==> config.mk <==
export PLATFORM = sky130hd
export DESIGN_NAME = gray_counter_conv
export DESIGN_NICKNAME = d
export VERILOG_FILES = /design/src/rtl/gray_counter_conv.sv
export SDC_FILE = /design/constraint.sdc
export NUM_CORES = 1
export LEC_CHECK = 0
export BUFFER_PORTS_ARGS = -buffer_cell sky130_fd_sc_hd__buf_4
export CAP_MARGIN = 20
export CORE_AREA = 2 2 39 41
export CTS_CLUSTER_SIZE = 16
export DETAILED_ROUTE_END_ITERATION = 6
export DIE_AREA = 0 0 41 43
export SLEW_MARGIN = 20
export SYNTH_ARGS = -nofsm -noshare
export SYNTH_HDL_FRONTEND = slang
export SYNTH_SLANG_ARGS = --single-unit
==> constraint.sdc <==
create_clock -name clk -period 2.7 [get_ports clk]
set_input_delay 0.54 -clock clk [delete_from_list [all_inputs] [get_ports clk]]
set_output_delay 0.54 -clock clk [all_outputs]
set_load 0.005 [all_outputs]
==> src/rtl/gray_counter_conv.sv <==
// rtl/gray_counter_conv.sv - up/down counter with registered binary and Gray outputs, load and wrap flag
module gray_counter_conv #(
  parameter int WIDTH = 3
) (
  input  logic             clk,
  input  logic             rst,
  input  logic             en,
  input  logic             up_dn,
  input  logic             load,
  input  logic             load_is_gray,
  input  logic [WIDTH-1:0] load_val,
  output logic [WIDTH-1:0] bin_out,
  output logic [WIDTH-1:0] gray_out,
  output logic             tc
);

  localparam logic [WIDTH-1:0] ONE = {{(WIDTH-1){1'b0}}, 1'b1};

  logic [WIDTH-1:0] load_bin;
  logic [WIDTH-1:0] bin_next;
  logic             tc_next;

  // Gray-to-binary is a running XOR from the MSB down; the accumulator avoids a self-referencing vector
  always_comb begin : gray_to_bin
    logic acc;
    acc = 1'b0;
    load_bin = '0;
    for (int i = WIDTH - 1; i >= 0; i--) begin
      acc = acc ^ load_val[i];
      load_bin[i] = acc;
    end
  end

  always_comb begin
    bin_next = bin_out;
    tc_next  = 1'b0;
    if (load) begin
      bin_next = load_is_gray ? load_bin : load_val;
    end else if (en) begin
      if (up_dn) begin
        bin_next = bin_out + ONE;
        tc_next  = &bin_out;
      end else begin
        bin_next = bin_out - ONE;
        tc_next  = ~|bin_out;
      end
    end
  end

  // Gray is registered from the same next value so both outputs change on the same edge
  always_ff @(posedge clk) begin
    if (rst) begin
      bin_out  <= '0;
      gray_out <= '0;
      tc       <= 1'b0;
    end else begin
      bin_out  <= bin_next;
      gray_out <= bin_next ^ (bin_next >> 1);
      tc       <= tc_next;
    end
  end

endmodule

=== Word-level counts from Yosys, hierarchy flattened ===
Index checks and enable logic that the tools add are counted.

* Flip-flop bits (word level): 7
* Bits of input ports: 9
* Output and inout bits: 7
* Word-level logic and storage cells: 18

* $add $sub $neg: 2
* Muxes and demuxes: 5
* Bitwise operators: 4
* Reduce and logical (&&, ||, !) cells: 4

{| class="wikitable"
|+ Operators with widths
! cell !! count
|-
| $mux 3 || 3
|-
| $reduce_or 3->1 || 2
|-
| $add 3x1->3 const B || 1
|-
| $reduce_and 3->1 || 1
|-
| $sub 3x1->3 const B || 1
|-
| $xor 3x2->3 || 1
|-
| $mux 2 || 1
|-
| $xor 1x1->1 || 2
|-
| $logic_not 1->1 || 1
|-
| $mux 1 || 1
|-
| $not 1->1 || 1
|}

=== Longest topological paths before layout ===
* Depth after elaboration: 5
* Depth in mapped cells: 6
* Depth with buffers taken out: 6

=== Worst setup path before layout ===
OpenSTA, ideal clock, no wires.

* Kind: in2reg
* Start point: input up_dn
* End point: register gray_out[1]
* Library setup time: 0.121 ns
* Data arrival time: 2.059 ns
* Required time: 2.579 ns
* Path slack: 0.519 ns
* Cell stages on the path: 6
* Path buffers: 0
* Cell sequence: inv_1 > fa_1 > xor2_1 > or4b_1 > and3_4 > mux2_4

* Cells in the longest elaborated chain, start to end: 4

{| class="wikitable"
|+ RTL lines
! element !! line !! source
|-
| start: declaration || 8 || <nowiki>input logic up_dn,</nowiki>
|-
| $mux 3 || 40 || <nowiki>if (up_dn) begin</nowiki>
|-
| $mux 3 || 39 || <nowiki>end else if (en) begin</nowiki>
|-
| $mux 3 || 37 || <nowiki>if (load) begin</nowiki>
|-
| $xor 3x2->3 || 58 || <nowiki>gray_out <= bin_next ^ (bin_next >> 1);</nowiki>
|-
| end signal: assignment || 58 ||
|-
| end: declaration || 13 || <nowiki>output logic [WIDTH-1:0] gray_out,</nowiki>
|}

Every way passes these cells.
A chain may end at the register's enable or synchronous reset.

=== Worst setup path in the final report ===
Ends and elaborated chain as after synthesis.

==> results_dict.tcl <==
set metrics [dict create \
    status "finished, final reports clean" \
    syn_avg_cell_area_sq_um 8.541 \
    ant_nets 0 \
    initial_core_util_pct 28.39 \
    synth-xor-area-share_pct 15.61 \
    fin_util_pct 38.34 \
    final_common_cell "buf_4" \
    ys_types 21 \
    antennaDiodeCount 0 \
    timing.fmax_mhz 472.6 \
    max-clock-path-buffers 2 \
    yosysWarnings 0 \
    clock_skew_ns 0.005834 \
    ir_worst_vdd_mv 0.1707 \
    dr.pass1.iters 5 \
    hold_viol 0 \
    pre_cts_slack_ns 0.3685 \
    core_area_sq_mm 0.001384 \
    synthAdderAreaFrac_pct 5.096 \
    grt_antenna_before_repair 0 \
    drt_iter0_markers 8 \
    die_area_sq_mm 0.001763 \
    area_delta_synth_final_pct 35.03 \
    wl_met3_microns 81 \
    drc 0 \
    wl_met1_microns 371 \
    power.total_mw 0.2700 \
    final_cell_mix "15 x buf_4, 7 x nor2_1, 6 x dfxtp_1" \
    crit_path_max_fanout 4 \
    power_frac_seq_pct 39.8 \
    ctsHoldBuffers 0 \
    io_pins 16 \
    maxCapViolations 0 \
    maxSlewHeadroom_pct 83.61 \
    p_int_mw 0.1949 \
    hpwl_microns 623.5 \
    clkTransAtPathRegs_ns 0.05 \
    wl_microns 796 \
    crit_required_ns 2.82 \
    worstSkewPairLatency_ns 0.24 \
    nets 73 \
    min_period_ns 2.116 \
    arrival_ns 2.24 \
    tightest_slew_ns 0.2456 \
    wl_per_cell_microns 10.34 \
    track_usage_pct 11.91 \
    wl_met2_microns 343 \
    grt_pass1_vias 357 \
    grt_pass1_wl_microns 1421 \
    ys_ff_latch 6 \
    rsz0062_at_grt "false" \
    crit_path_start_kind "input port" \
    die_h_microns 43 \
    dr_total_vias 363 \
    period_share_pct 78.37 \
    synth-compound-area-share_pct 12.74 \
    drive_above_1_share_pct 32.79 \
    ys_seq_area_share_pct 30.57 \
    p_leak_nw 0.2536 \
    synth_mux_area_share_pct 6.369 \
    rows 14 \
    post-cts-setup-buffers 0 \
    p_per_area_mw_per_mm2 509.0 \
    synth_top_family_by_area "simple AND/OR/NAND/NOR gates" \
    synth_simple_gate_area_share_pct 22.29 \
    routabilityCongestion 0.7312 \
    fin_tns_setup_ns 0 \
    drv_slew 0 \
    htree_levels 1 \
    syn-num-nets 56 \
    p_sw_share_pct 27.84 \
    post_cts_resize_count 0 \
    die_w_microns 41 \
    cts_buffers 3 \
    root_buffer "clkbuf_4" \
    port_buffers 15 \
    crit_type "input port to flop" \
    cts.sinks 6 \
    via_per_inst 4.714 \
    pwr-share-comb_pct 29.8 \
    syn_inst 46 \
    endpoint_kind "flop" \
    tritoncts "built" \
    grt_max_degree 10 \
    switchingPower_mw 0.07517 \
    setup_slack_ns 0.5840 \
    finalSetupViolCount 0 \
    hold_class "input port to flop" \
    syn_area_sq_um 392.9 \
    overflow 0 \
    top_layer_used "met3" \
    clkPwrFrac_pct 30.4 \
]
-- layout make-up --
cell class	count	area (sq um)
Sequential cell	6	120.1
Clock buffer	3	22.52
Multi-Input combinational cell	34	244.0
Tap cell	16	20.02
Fill cell	149	853.3
Timing Repair Buffer	15	112.6
Inverter	3	11.26
-- sequential cells by signal, summed over array words and instances, names as in the netlist --
signal and flops:
bin_out 3, gray_out 2, tc 1
-- synth_stat cells --
cell	instances	area share (%)
mux2_4	1	3.8
nand4_1	1	1.6
xor2_1	4	8.9
and3_4	1	2.9
xnor2_1	3	6.7
a22oi_1	1	1.9
inv_1	3	2.9
nand2b_1	1	1.6
mux2i_1	1	2.5
or4_1	1	1.9
nand3_1	1	1.3
fa_1	1	5.1
nor2_1	7	6.7
o211a_1	1	2.5
nand2_1	4	3.8
buf_4	1	1.9
a211oi_1	3	5.7
dfxtp_1	6	31
a21oi_1	2	2.5
buf_2	2	2.5
or4b_1	1	2.5
-- power by group through the flow --
stage	sequential [mW]	clock, mW	combinational [mW]
6_report	0.107	0.0822	0.0805
3_5_place_dp	0.109	0	0.0807
5_1_grt	0.109	0.0915	0.0914
3_3_place_gp	0.109	0	0.0799
2_1_floorplan	0.109	0	0.0485
4_1_cts	0.107	0.0862	0.0815
-- per-stage QoR --
stage | hold slack, ns | cell area, sq um | std cells
after CTS | 0.4991 | 530.5 | 77
after global placement | 0.5683 | 508.0 | 74
after detailed placement | 0.5625 | 508.0 | 74
after floorplan | 0.5303 | 392.9 | 46
final | 0.5036 | 530.5 | 77
after global routing | 0.5032 | 530.5 | 77
-- metal layers --
| layer | vias up | global-route usage (%) |
|---|---|---|
| li1 | 186 | - |
| met2 | 17 | 17.81 |
| met5 | - | 0 |
| met1 | 160 | 14.65 |
| met3 | 0 | 6.806 |
| met4 | 0 | 2.000 |
-- critical path, cell delays in order --
cell and delay [ns]:
buf_4 0.10, inv_1 0.05, fa_1 0.42, xor2_1 0.16, or4b_1 0.48, and3_4 0.20, mux2_4 0.28
-- logic make-up (layout without fill, tap and decap cells) --
family          count (synthesis)  count (layout)
simple gates                   17              17
xor+xnor                        7               7
buf+inv                         6              21
flops                           6               6
mux                             2               2
fa+ha+maj                       1               1
compound gates                  7               7
-- worst paths after layout --
| check | from | endpoint | slack (ns) | cells past startpoint |
|---|---|---|---|---|
| max | up_dn | gray_out[1]$_SDFF_PP0_ | 0.58 | 7 |
| min | rst | bin_out[0]$_SDFF_PP0_ | 0.50 | 2 |
| max reg2reg | bin_out[0]$_SDFF_PP0_ | gray_out[1]$_SDFF_PP0_ | 0.66 | 5 |
| min reg2reg | bin_out[2]$_SDFF_PP0_ | tc$_SDFF_PP0_ | 0.57 | 2 |
No activity file was read; power rests on OpenSTA's default activity.
